<file path="src/rtl/led_adder_seq.sv">
// led_adder_seq: switch-driven sequencer for the 2-bit LED adder.
// Debounces four switches, steps through operand entry (A, then B), strobes
// the operands to an external combinational adder, captures the 3-bit sum
// and shows it on the LEDs with a blinking LED_4.
// Optional build macro LAMP_TEST_EN: adds a power-on lamp test state that
// lights all LEDs for SHOW_CYCLES cycles after reset release.
module led_adder_seq #(
  parameter int DEBOUNCE_LIMIT = 250000,
  parameter int SHOW_CYCLES    = 25000000,
  parameter int BLINK_HALF     = 6250000
) (
  input  logic       i_Clk,
  input  logic       i_Rst_L,
  input  logic       i_Switch_1,
  input  logic       i_Switch_2,
  input  logic       i_Switch_3,
  input  logic       i_Switch_4,
  output logic [1:0] o_Op_A,
  output logic [1:0] o_Op_B,
  output logic       o_Add_Valid,
  input  logic [2:0] i_Sum,
  output logic       o_LED_1,
  output logic       o_LED_2,
  output logic       o_LED_3,
  output logic       o_LED_4
);

  localparam int DB_W = $clog2(DEBOUNCE_LIMIT + 1);
  localparam int SH_W = $clog2(SHOW_CYCLES + 1);
  localparam int BL_W = $clog2(BLINK_HALF + 1);

  localparam logic [DB_W-1:0] DB_LAST = DB_W'(DEBOUNCE_LIMIT - 1);
  localparam logic [SH_W-1:0] SH_LAST = SH_W'(SHOW_CYCLES - 1);
  localparam logic [BL_W-1:0] BL_LAST = BL_W'(BLINK_HALF - 1);

  typedef enum logic [2:0] {
    ENTER_A,
    ENTER_B,
    CALC,
    CAPTURE,
    SHOW
`ifdef LAMP_TEST_EN
    , LAMP
`endif
  } state_t;

`ifdef LAMP_TEST_EN
  localparam state_t RESET_STATE = LAMP;
`else
  localparam state_t RESET_STATE = ENTER_A;
`endif

  // Switch index: 0 = sw1 (inc), 1 = sw2 (advance), 2 = sw3 (back), 3 = sw4 (clear)
  logic [3:0]      sw_raw;
  logic [3:0]      sync1;
  logic [3:0]      sync2;
  logic [3:0]      stable;
  logic [3:0]      press;
  logic [DB_W-1:0] db_cnt [4];

  state_t          state;
  logic [1:0]      a;
  logic [1:0]      b;
  logic [2:0]      result;
  logic [SH_W-1:0] show_cnt;
  logic [BL_W-1:0] blink_cnt;
  logic            blink;
  logic            add_valid;
  logic [3:0]      led;          // {LED_1, LED_2, LED_3, LED_4}

  assign sw_raw      = {i_Switch_4, i_Switch_3, i_Switch_2, i_Switch_1};
  assign o_Op_A      = a;
  assign o_Op_B      = b;
  assign o_Add_Valid = add_valid;
  assign o_LED_1     = led[3];
  assign o_LED_2     = led[2];
  assign o_LED_3     = led[1];
  assign o_LED_4     = led[0];

  // Two-flop synchronisers, per-switch debounce counters and rising-edge press pulses
  always_ff @(posedge i_Clk) begin
    if (!i_Rst_L) begin
      sync1  <= '0;
      sync2  <= '0;
      stable <= '0;
      press  <= '0;
      for (int unsigned i = 0; i < 4; i++) db_cnt[i] <= '0;
    end else begin
      sync1 <= sw_raw;
      sync2 <= sync1;
      for (int unsigned i = 0; i < 4; i++) begin
        press[i] <= 1'b0;
        if (sync2[i] == stable[i]) begin
          db_cnt[i] <= '0;
        end else if (db_cnt[i] == DB_LAST) begin
          stable[i] <= sync2[i];
          db_cnt[i] <= '0;
          // pulse only when the accepted level is a press, not a release
          press[i]  <= sync2[i];
        end else begin
          db_cnt[i] <= db_cnt[i] + DB_W'(1);
        end
      end
    end
  end

  // Operand-entry / add / display sequencer with registered LED and valid outputs
  always_ff @(posedge i_Clk) begin
    if (!i_Rst_L) begin
      state     <= RESET_STATE;
      a         <= '0;
      b         <= '0;
      result    <= '0;
      show_cnt  <= '0;
      blink_cnt <= '0;
      blink     <= 1'b0;
      add_valid <= 1'b0;
      led       <= '0;
    end else begin
      add_valid <= 1'b0;

      // LEDs follow the state held during this cycle, so they lag it by one clock
      case (state)
        ENTER_A: led <= {a, 2'b10};
        ENTER_B: led <= {b, 2'b01};
        SHOW:    led <= {result, blink};
`ifdef LAMP_TEST_EN
        LAMP:    led <= '1;
`endif
        default: led <= led;
      endcase

      if (press[3]) begin
        a      <= '0;
        b      <= '0;
        result <= '0;
        state  <= ENTER_A;
      end else begin
        case (state)
          ENTER_A: begin
            // sw3 outranks sw1, so a simultaneous sw3 swallows the increment
            if (press[1])                  state <= ENTER_B;
            else if (press[0] && !press[2]) a    <= a + 2'd1;
          end
          ENTER_B: begin
            if (press[1]) begin
              state     <= CALC;
              add_valid <= 1'b1;
            end else if (press[2]) begin
              state <= ENTER_A;
            end else if (press[0]) begin
              b <= b + 2'd1;
            end
          end
          CALC: state <= CAPTURE;
          CAPTURE: begin
            result    <= i_Sum;
            state     <= SHOW;
            show_cnt  <= '0;
            blink_cnt <= '0;
            blink     <= 1'b1;
          end
          SHOW: begin
            if (press[1] || show_cnt == SH_LAST) begin
              state <= ENTER_A;
            end else begin
              show_cnt <= show_cnt + SH_W'(1);
            end
            if (blink_cnt == BL_LAST) begin
              blink_cnt <= '0;
              blink     <= ~blink;
            end else begin
              blink_cnt <= blink_cnt + BL_W'(1);
            end
          end
`ifdef LAMP_TEST_EN
          LAMP: begin
            if (show_cnt == SH_LAST) begin
              state    <= ENTER_A;
              show_cnt <= '0;
            end else begin
              show_cnt <= show_cnt + SH_W'(1);
            end
          end
`endif
          default: state <= ENTER_A;
        endcase
      end
    end
  end

endmodule
</file>
<file path="config.mk">
export PLATFORM = sky130hd
export DESIGN_NAME = led_adder_seq
export DESIGN_NICKNAME = d
export VERILOG_FILES = /design/src/rtl/led_adder_seq.sv
export SDC_FILE = /design/constraint.sdc
export NUM_CORES = 1
export LEC_CHECK = 0
export BUFFER_PORTS_ARGS = -buffer_cell sky130_fd_sc_hd__buf_2
export CAP_MARGIN = 10
export CORE_AREA = 2 2 121 123
export DETAILED_ROUTE_END_ITERATION = 8
export DIE_AREA = 0 0 123 125
export HOLD_SLACK_MARGIN = 0.02
export PLACE_DENSITY = 0.71
export SYNTH_ARGS = -nofsm -noshare
export SYNTH_HDL_FRONTEND = slang
export SYNTH_SLANG_ARGS = --single-unit
</file>
<file path="constraint.sdc">
create_clock -name i_Clk -period 2.9 [get_ports i_Clk]
set_clock_uncertainty 0.15 [all_clocks]
set_input_delay 0.145 -clock i_Clk [delete_from_list [all_inputs] [get_ports i_Clk]]
set_output_delay 0.145 -clock i_Clk [all_outputs]
set_load 0.005 [all_outputs]
</file>
==> impl_results.html, run 1 <==
<table>
<tr><th>Metric</th><th>Value</th></tr>
<tr><th colspan="2">Die</th></tr>
<tr><td>Die span in x</td><td>123 µm</td></tr>
<tr><td>Effective utilization at floorplan</td><td>0.5378</td></tr>
<tr><td>Number of primary I/O pins</td><td>18</td></tr>
<tr><td>Total Die Area</td><td>0.01538 mm²</td></tr>
<tr><td>Num rows</td><td>44</td></tr>
<tr><td>Die Y</td><td>between 100 and 150 µm</td></tr>
<tr><td>CORE AREA</td><td>approximately 0.014 mm²</td></tr>
<tr><th colspan="2">Global route</th></tr>
<tr><td>Number of antenna violations at the first check in global routing</td><td>0</td></tr>
<tr><td>Leftover overflow at the end of global routing</td><td>0</td></tr>
<tr><td>Vias in the first global route</td><td>roughly 5700</td></tr>
<tr><td>Maximum number of pins on one net before global-route repair</td><td>38</td></tr>
<tr><td>Global-route wire length before repair</td><td>around 26000 µm</td></tr>
<tr><td>Total routing resource utilization after global routing</td><td>0.2124</td></tr>
<tr><th colspan="2">Power and ir drop</th></tr>
<tr><td>Leakage power</td><td>about 3.2 nW</td></tr>
<tr><td>Total power</td><td>~0.0047 W</td></tr>
<tr><td>Total power density per cell area</td><td>approximately 530 mW/mm²</td></tr>
<tr><td>Worst VDD drop</td><td>494.3 µV</td></tr>
<tr><th colspan="2">Drt</th></tr>
<tr><td>Vias after detailed routing</td><td>6027</td></tr>
<tr><td>Residual DRC count</td><td>0</td></tr>
<tr><td>Final Routed Wirelength</td><td>15320 µm</td></tr>
<tr><td>1st-iter DRT viols</td><td>399</td></tr>
<tr><td>Vias per inst</td><td>5.420</td></tr>
<tr><td>Routed Antenna Nets</td><td>0</td></tr>
<tr><td>WL per Instance</td><td>~14 µm</td></tr>
<tr><td>Router iterations before antenna repair</td><td>5</td></tr>
<tr><th colspan="2">Run status</th></tr>
<tr><td>Result of the run</td><td>complete, no violations</td></tr>
<tr><th colspan="2">Finish</th></tr>
<tr><td>Multi-input combinational cell area</td><td>roughly 0.0040 mm²</td></tr>
<tr><td>Share of final-layout standard cells stronger than drive strength 1</td><td>0.08728</td></tr>
<tr><td>Number of filler cells placed in the layout</td><td>~1200</td></tr>
<tr><td>Most frequent cells in the layout</td><td>nor2_1, dfxtp_1, edfxtp_1, conb_1, nand2_1</td></tr>
<tr><td>Diodes inserted</td><td>0</td></tr>
<tr><td>Post-layout nets</td><td>930</td></tr>
<tr><td>Sequential cell area</td><td>roughly 0.0038 mm²</td></tr>
<tr><td>Area growth syn-to-layout</td><td>16.76%</td></tr>
<tr><td>Most common cell after layout, fill and taps aside</td><td>nor2_1</td></tr>
<tr><th colspan="2">Setup path</th></tr>
<tr><td>Type of element launching the critical path</td><td>flop</td></tr>
<tr><td>Data required time of the worst path</td><td>slightly above 3 ns</td></tr>
<tr><td>Critical path launch point</td><td>show_cnt[0]$_SDFFE_PN0P_</td></tr>
<tr><td>Crit-path max cell delay</td><td>0.78 ns</td></tr>
<tr><td>CP delay by family, top</td><td>compound AO/OA/AOI/OAI gates</td></tr>
<tr><td>Worst setup path category</td><td>flop to flop</td></tr>
<tr><td>Cell-by-cell listing of the critical path</td><td>ha_1 -&gt; and4_1 -&gt; nand2_1 -&gt; o31ai_4 -&gt; buf_4 -&gt; mux2i_1 -&gt; and2_1</td></tr>
<tr><td>R2r startpoint</td><td>show_cnt[0]$_SDFFE_PN0P_</td></tr>
<tr><td>CP Data Arrival Time</td><td>2.79 ns</td></tr>
<tr><td>Sort of element at the end of the critical path</td><td>flop</td></tr>
<tr><td>Critical path's slowest cell</td><td>o31ai_4</td></tr>
<tr><td>Critical path buffers and inverters</td><td>1</td></tr>
<tr><td>Worst-path fanout max</td><td>23</td></tr>
<tr><th colspan="2">Placement</th></tr>
<tr><td>Global placer's final weighted congestion</td><td>0.8666</td></tr>
<tr><td>Number of input and output port buffers inserted</td><td>17</td></tr>
<tr><td>Post-detailed-placement half-perimeter wirelength</td><td>10450 µm</td></tr>
<tr><th colspan="2">STA</th></tr>
<tr><td>RSZ-0062 raised after global routing</td><td>no</td></tr>
<tr><td>Post-layout min period</td><td>2.582 ns</td></tr>
<tr><td>Final setup viols</td><td>0</td></tr>
<tr><td>Hold violation count in the final report</td><td>0</td></tr>
<tr><td>Final Slew Violations</td><td>0</td></tr>
<tr><td>Slew of the pin with the lowest slew margin</td><td>between 0.8 and 0.9 ns</td></tr>
<tr><td>Worst max-slew margin expressed relative to the limit</td><td>0.4421</td></tr>
<tr><td>Share of the clock period used by the worst path</td><td>0.8903</td></tr>
<tr><td>Setup TNS</td><td>0 ns</td></tr>
<tr><td>Maximum clock frequency</td><td>387.3 MHz</td></tr>
<tr><th colspan="2">Yosys</th></tr>
<tr><td>Synth cell types</td><td>58</td></tr>
<tr><td>Post-synth top area share</td><td>0.2830</td></tr>
<tr><td>Largest cells by area after synthesis</td><td>edfxtp_1, dfxtp_1, nor2_1</td></tr>
<tr><td>Proportion of register bits with asynchronous set or reset after synthesis</td><td>0</td></tr>
<tr><td>Count of synthesis-stage warnings from yosys</td><td>0</td></tr>
<tr><td>Cell type with the highest aggregate area in the netlist</td><td>edfxtp_1</td></tr>
<tr><td>Mean instance size in the synthesized netlist</td><td>about 9.3 µm²</td></tr>
<tr><td>Cell count after synthesis</td><td>817</td></tr>
<tr><td>Netlist area before placement</td><td>0.007639 mm²</td></tr>
<tr><td>Most common flop cell mapped by yosys</td><td>dfxtp_1</td></tr>
<tr><td>Number of synthesized flops with an enable pin</td><td>slightly above 70</td></tr>
<tr><td>Register bit total from synthesis</td><td>152</td></tr>
<tr><td>Sequential share of the synthesized area</td><td>0.4927</td></tr>
<tr><th colspan="2">Worst hold path</th></tr>
<tr><td>Hold wc startpoint</td><td>i_Rst_L</td></tr>
<tr><td>Type of the worst min-delay path</td><td>input port to flop</td></tr>
<tr><th colspan="2">CTS</th></tr>
<tr><td>Clk root buf</td><td>clkbuf_16</td></tr>
<tr><td>Source-to-sink clock delay at the later pin of the worst-skew pair</td><td>0.42 ns</td></tr>
<tr><td>TritonCTS clock tree</td><td>done</td></tr>
<tr><td>Num CTS Buffers</td><td>17</td></tr>
<tr><td>Clock-pin slew of the registers on the worst-case setup and hold paths</td><td>0.06 ns</td></tr>
<tr><td>H-tree depth reported by CTS</td><td>4</td></tr>
<tr><td>CTS sink count</td><td>152</td></tr>
<tr><td>Number of buffers added for setup after CTS</td><td>0</td></tr>
<tr><td>Clock buffer depth</td><td>2</td></tr>
<tr><td>PostCTS Resize Cnt</td><td>0</td></tr>
<tr><td>Post-cts hold buffer count</td><td>7</td></tr>
<tr><th colspan="2">Flow run</th></tr>
<tr><td>Max Cap Violations</td><td>0</td></tr>
</table>
[layout make-up]
class	count	area share
clock buffers	20	0.05373
repair buffers	43	0.03339
flip-flops and latches	152	0.4220
multi-input cells	685	0.4433
inverters	16	0.006734
well taps	184	0.02581
clock inverters	12	0.01501
[synth_stat cells, drive strengths merged (3+ instances only)]
cell,instances
a211oi,5
a21boi,8
a21oi,16
a31oi,7
and2,15
and3,14
and4,8
buf,6
clkbuf,29
dfxtp,80
edfxtp,72
ha,6
inv,16
mux2i,9
nand2,67
nand2b,3
nand3,65
nand3b,5
nand4,30
nand4b,4
nor2,128
nor2b,7
nor3,32
nor3b,4
nor4,16
nor4b,6
o211ai,5
o21a,4
o21ai,13
o22a,7
o31ai,5
or2,4
or3,4
or4,8
or4b,4
xnor2,36
xor2,48
[worst reg2reg max path, delay by kind of cell (launching register included)]
kind                     cells  cell delay [ns]
flip-flops                   1             0.37
adder cells (fa/ha/maj)      1             0.23
AO/OA/AOI/OAI                1             0.79
buffers and inverters        1             0.29
AND/OR/NAND/NOR              3             0.53
multiplexers                 1             0.17
[final timing paths]
| check | to | slack [ns] | depth (start not counted) |
|---|---|---|---|
| min reg2reg | sync2[2]$_SDFF_PN0_ | 0.28 | 1 |
| max | show_cnt[1]$_SDFFE_PN0P_ | 0.32 | 7 |
| min | press[2]$_SDFF_PP0_ | 0.12 | 4 |
| max reg2reg | show_cnt[1]$_SDFFE_PN0P_ | 0.32 | 7 |
[power by group]
part           internal [W]  switching, W  leakage [nW]  total [W]
clock network       0.00138      0.000897         0.302    0.00228
logic             0.0000550     0.0000742          1.50   0.000129
registers           0.00229     0.0000493          1.39    0.00234
[per-stage QoR]
stage,hold slack (ns),instances,instance area [µm²],setup WS (ns),util
2_1_floorplan,0.1223,888,7905,0.4002,-
3_3_place_gp,0.2199,1073,8235,0.4092,0.5798
3_5_place_dp,0.2112,1073,8235,0.3410,0.5798
4_1_cts,0.09768,1112,8919,0.3157,0.6279
5_1_grt,0.1293,1112,8919,0.1365,0.6279
6_report,0.1158,1112,8919,0.3182,0.6279
[flip-flops by register name, indices dropped and copies added, names as in the netlist]
register / cells
db_cnt: 72
sync1: 4
led: 4
result: 3
o_Op_B: 2
o_Add_Valid: 1
sync2: 4
blink: 1
blink_cnt: 23
stable: 4
o_Op_A: 2
press: 4
state: 3
show_cnt: 25
[cell families after synthesis]
kind of cell	count (synthesis)	share of synthesized area
other cells	1	0.0004909
flops	152	0.4927
simple gates	427	0.2826
fa+ha+maj	6	0.009828
xor+xnor	84	0.09631
compound gates	87	0.07994
buf+inv	51	0.02637
mux	9	0.01179
[metal layers]
| metal | wire length, µm | track usage | vias to the layer above |
|---|---|---|---|
| li1 | - | - | 3068 |
| met4 | 257 | 0.08356 | 0 |
| met5 | 0 | 0 | - |
| met1 | 7204 | 0.2834 | 2831 |
| met3 | 615 | 0.05429 | 18 |
| met2 | 7239 | 0.3308 | 110 |
Power figures use the tool's default switching activity.
==> run 2: changes to the inputs <==
==> config.mk (replaced) <==
export PLATFORM = sky130hd
export DESIGN_NAME = led_adder_seq
export DESIGN_NICKNAME = d
export VERILOG_FILES = /design/src/rtl/led_adder_seq.sv
export SDC_FILE = /design/constraint.sdc
export NUM_CORES = 1
export LEC_CHECK = 0
export BUFFER_PORTS_ARGS = -buffer_cell sky130_fd_sc_hd__clkbuf_2
export CAP_MARGIN = 10
export CORE_AREA = 2 2 163 165
export DETAILED_ROUTE_END_ITERATION = 8
export DIE_AREA = 0 0 165 167
export HOLD_SLACK_MARGIN = 0.02
export PLACE_DENSITY = 0.44
export SYNTH_ARGS = -nofsm -noshare
export SYNTH_HDL_FRONTEND = slang
export SYNTH_SLANG_ARGS = --single-unit
==> run 2 against run 1 <==
Effect of this change: worst hold slack lost 0.041 ns; non-clock buffer count grew 6; utilization shrank 27 points; setup slack lost 0.024 ns; count of clock-buffer cells in the layout shrank 1; global-route usage shrank 8.2 points; combinational power grew 3%; sequential cell count is the same; critical endpoint is now show_cnt[23]$_SDFFE_PN0P_.
==> impl_results.html, run 2 (synthesis gave the netlist of run 1 again) <==
<table>
<tr><th>Metric</th><th>Value</th></tr>
<tr><th colspan="2">Run status</th></tr>
<tr><td>Result of the run</td><td>complete, no violations</td></tr>
<tr><th colspan="2">Global route</th></tr>
<tr><td>Leftover overflow at the end of global routing</td><td>0 (unchanged)</td></tr>
<tr><td>Global-route wire length before repair</td><td>28670 µm (+8.7%)</td></tr>
<tr><td>Number of antenna violations at the first check in global routing</td><td>0 (unchanged)</td></tr>
<tr><td>Total routing resource utilization after global routing</td><td>0.1304 (-0.08207)</td></tr>
<tr><td>Vias in the first global route</td><td>5602 (-2.0%)</td></tr>
<tr><td>Maximum number of pins on one net before global-route repair</td><td>38 (unchanged)</td></tr>
<tr><th colspan="2">Drt</th></tr>
<tr><td>Vias per inst</td><td>4.678 (-14%)</td></tr>
<tr><td>Routed Antenna Nets</td><td>0 (unchanged)</td></tr>
<tr><td>Vias after detailed routing</td><td>5936 (-1.5%)</td></tr>
<tr><td>Residual DRC count</td><td>0 (unchanged)</td></tr>
<tr><td>1st-iter DRT viols</td><td>308 (-23%)</td></tr>
<tr><td>WL per Instance</td><td>13.38 µm (-2.9%)</td></tr>
<tr><td>Router iterations before antenna repair</td><td>4 (-1)</td></tr>
<tr><td>Final Routed Wirelength</td><td>16980 µm (+11%)</td></tr>
<tr><th colspan="2">STA</th></tr>
<tr><td>Final Slew Violations</td><td>0 (unchanged)</td></tr>
<tr><td>Final setup viols</td><td>0 (unchanged)</td></tr>
<tr><td>Share of the clock period used by the worst path</td><td>0.8986 (+0.008318)</td></tr>
<tr><td>Worst max-slew margin expressed relative to the limit</td><td>0.3821 (-0.06001)</td></tr>
<tr><td>Maximum clock frequency</td><td>383.7 MHz (-0.93%)</td></tr>
<tr><td>Setup TNS</td><td>0 ns (unchanged)</td></tr>
<tr><td>RSZ-0062 raised after global routing</td><td>no</td></tr>
<tr><td>Hold violation count in the final report</td><td>0 (unchanged)</td></tr>
<tr><td>Final critical-path setup slack</td><td>0.2941 ns (-0.02412 ns)</td></tr>
<tr><td>Post-layout min period</td><td>2.606 ns (+0.02412 ns)</td></tr>
<tr><td>Slew of the pin with the lowest slew margin</td><td>0.9213 ns (+0.08445 ns)</td></tr>
<tr><th colspan="2">CTS</th></tr>
<tr><td>Clock buffer depth</td><td>2 (unchanged)</td></tr>
<tr><td>CTS sink count</td><td>152 (unchanged)</td></tr>
<tr><td>TritonCTS clock tree</td><td>done</td></tr>
<tr><td>Clock-pin slew of the registers on the worst-case setup and hold paths</td><td>0.07 ns (about the same)</td></tr>
<tr><td>Clk root buf</td><td>clkbuf_16</td></tr>
<tr><td>Source-to-sink clock delay at the later pin of the worst-skew pair</td><td>0.43 ns (about the same)</td></tr>
<tr><td>Num CTS Buffers</td><td>17 (unchanged)</td></tr>
<tr><td>Number of buffers added for setup after CTS</td><td>0 (unchanged)</td></tr>
<tr><td>H-tree depth reported by CTS</td><td>4 (unchanged)</td></tr>
<tr><th colspan="2">Die</th></tr>
<tr><td>Die Y</td><td>167 µm (+34%)</td></tr>
<tr><td>CORE AREA</td><td>0.02576 mm² (+81%)</td></tr>
<tr><td>Effective utilization at floorplan</td><td>0.2965 (-0.2413)</td></tr>
<tr><td>Number of primary I/O pins</td><td>18 (unchanged)</td></tr>
<tr><td>Total Die Area</td><td>0.02756 mm² (+79%)</td></tr>
<tr><td>Die span in x</td><td>165 µm (+34%)</td></tr>
<tr><td>Num rows</td><td>59 (+34%)</td></tr>
<tr><th colspan="2">Finish</th></tr>
<tr><td>Most common cell after layout, fill and taps aside</td><td>nor2_1</td></tr>
<tr><td>Share of final-layout standard cells stronger than drive strength 1</td><td>0.09208 (+0.004793)</td></tr>
<tr><td>Top reg by flops</td><td>db_cnt</td></tr>
<tr><td>Diodes inserted</td><td>0 (unchanged)</td></tr>
<tr><td>Most frequent cells in the layout</td><td>nor2_1, dfxtp_1, edfxtp_1, conb_1, nand2_1</td></tr>
<tr><td>Number of filler cells placed in the layout</td><td>2629 (+120%)</td></tr>
<tr><td>Leading registers by flop count</td><td>db_cnt x72, show_cnt x25, blink_cnt x23</td></tr>
<tr><td>Post-layout nets</td><td>936 (+0.65%)</td></tr>
<tr><td>Area growth syn-to-layout</td><td>19.21%</td></tr>
<tr><td>Final cell count without fillers</td><td>1269 (+14%)</td></tr>
<tr><td>Number of flip-flops in the largest register</td><td>72 (unchanged)</td></tr>
<tr><td>Final standard cell area without fillers</td><td>0.009106 mm² (+2.1%)</td></tr>
<tr><th colspan="2">Setup path</th></tr>
<tr><td>CP Data Arrival Time</td><td>2.81 ns (+0.02 ns)</td></tr>
<tr><td>CP delay by family, top</td><td>compound AO/OA/AOI/OAI gates</td></tr>
<tr><td>Cell-by-cell listing of the critical path</td><td>nor4_1 -&gt; nand4_1 -&gt; o31ai_4 -&gt; buf_4 -&gt; nand2_1 -&gt; a31oi_1</td></tr>
<tr><td>Critical path buffers and inverters</td><td>1 (unchanged)</td></tr>
<tr><td>Worst setup path category</td><td>flop to flop</td></tr>
<tr><td>Crit-path max cell delay</td><td>0.75 ns (-0.03 ns)</td></tr>
<tr><td>Sort of element at the end of the critical path</td><td>flop</td></tr>
<tr><td>Worst-path fanout max</td><td>17 (-26%)</td></tr>
<tr><td>Type of element launching the critical path</td><td>flop</td></tr>
<tr><td>Critical path's slowest cell</td><td>o31ai_4</td></tr>
<tr><td>Data required time of the worst path</td><td>3.10 ns (about the same)</td></tr>
<tr><th colspan="2">Placement</th></tr>
<tr><td>Total placed cells including tap cells</td><td>1230 (+15%)</td></tr>
<tr><td>Global placer's final weighted congestion</td><td>0.7732 (-11%)</td></tr>
<tr><td>Standard cell area after detailed placement</td><td>0.008469 mm² (+2.8%)</td></tr>
<tr><td>Post-place setup slack</td><td>0.2978 ns (-0.04323 ns)</td></tr>
<tr><td>Number of input and output port buffers inserted</td><td>17 (unchanged)</td></tr>
<tr><td>Post-detailed-placement half-perimeter wirelength</td><td>11920 µm (+14%)</td></tr>
<tr><th colspan="2">Power and ir drop</th></tr>
<tr><td>Sequential share of power</td><td>0.502 (+0.008)</td></tr>
<tr><td>Total power</td><td>0.004664 W (-1.8%)</td></tr>
<tr><td>Worst VDD drop</td><td>260.9 µV (-47%)</td></tr>
<tr><td>Logic gate share of total power</td><td>0.029 (+0.002)</td></tr>
<tr><td>Pint</td><td>0.003559 W (-4.6%)</td></tr>
<tr><td>Total power density per cell area</td><td>512.1 mW/mm² (-3.8%)</td></tr>
<tr><td>Leakage power</td><td>3.183 nW (-0.40%)</td></tr>
<tr><td>Switching share of power</td><td>0.2368 (+0.02194)</td></tr>
<tr><td>Proportion of power drawn by the clock network</td><td>0.469 (-0.010)</td></tr>
<tr><td>P_sw</td><td>0.001104 W (+8.2%)</td></tr>
<tr><th colspan="2">Flow run</th></tr>
<tr><td>Max Cap Violations</td><td>0 (unchanged)</td></tr>
<tr><th colspan="2">Worst hold path</th></tr>
<tr><td>Type of the worst min-delay path</td><td>input port to flop</td></tr>
</table>
-- run 2: through the flow --
stage                     hold slack [ns]    util
after floorplan                    0.1223       -
after global placement             0.2280  0.3287
after detailed placement           0.2363  0.3287
after CTS                         0.06150  0.3535
after global routing              0.08064  0.3535
final                             0.07434  0.3535
-- run 2: cell type report --
| class | instances | area (µm²) | area share |
|---|---|---|---|
| clock buffers | 19 | 432.9 | 0.04754 |
| well taps | 335 | 419.2 | 0.04603 |
| flip-flops and latches | 152 | 3764 | 0.4133 |
| clock inverters | 13 | 133.9 | 0.01470 |
| repair buffers | 49 | 342.8 | 0.03765 |
| multi-input cells | 685 | 3954 | 0.4342 |
| inverters | 16 | 60.06 | 0.006595 |
-- run 2: final timing paths --
| kind | from | to | slack (ns) | depth (start not counted) |
|---|---|---|---|---|
| worst max register to register | show_cnt[8]$_SDFFE_PN0P_ | show_cnt[23]$_SDFFE_PN0P_ | 0.29 | 6 |
| worst max-delay path | show_cnt[8]$_SDFFE_PN0P_ | show_cnt[23]$_SDFFE_PN0P_ | 0.29 | 6 |
| worst min register to register | sync1[3]$_SDFF_PN0_ | sync2[3]$_SDFF_PN0_ | 0.28 | 1 |
| worst min-delay path | i_Rst_L | state[2]$_SDFFE_PP0P_ | 0.07 | 4 |
-- run 2: worst reg2reg max path: stages (launching register included) --
cell and delay [ns]:
dfxtp_1 0.35, nor4_1 0.35, nand4_1 0.29, o31ai_4 0.75, buf_4 0.32, nand2_1 0.12, a31oi_1 0.19
-- run 2: power groups by stage --
stage	clock, W	sequential (W)	combinational, W
floorplan	0	0.00238	0.0000943
detailed placement	0	0.00239	0.000125
finish	0.00219	0.00234	0.000133
global route	0.00235	0.00235	0.000156
CTS	0.00226	0.00234	0.000134
global placement	0	0.00239	0.000126
-- run 2: per-layer routing --
metal / global-route usage / share of wire
met1: 0.1819 / 0.50
met3: 0.03487 / 0.028
met2: 0.2018 / 0.46
met4: 0.02836 / 0.0067
met5: 0 / 0
-- run 2: timing repair --
item                                   4_1_cts  5_1_grt
gates resized for setup                      0        0
hold buffers                                 7        0
setup endpoints to repair                    0        1
endpoints found under the hold margin        7        0
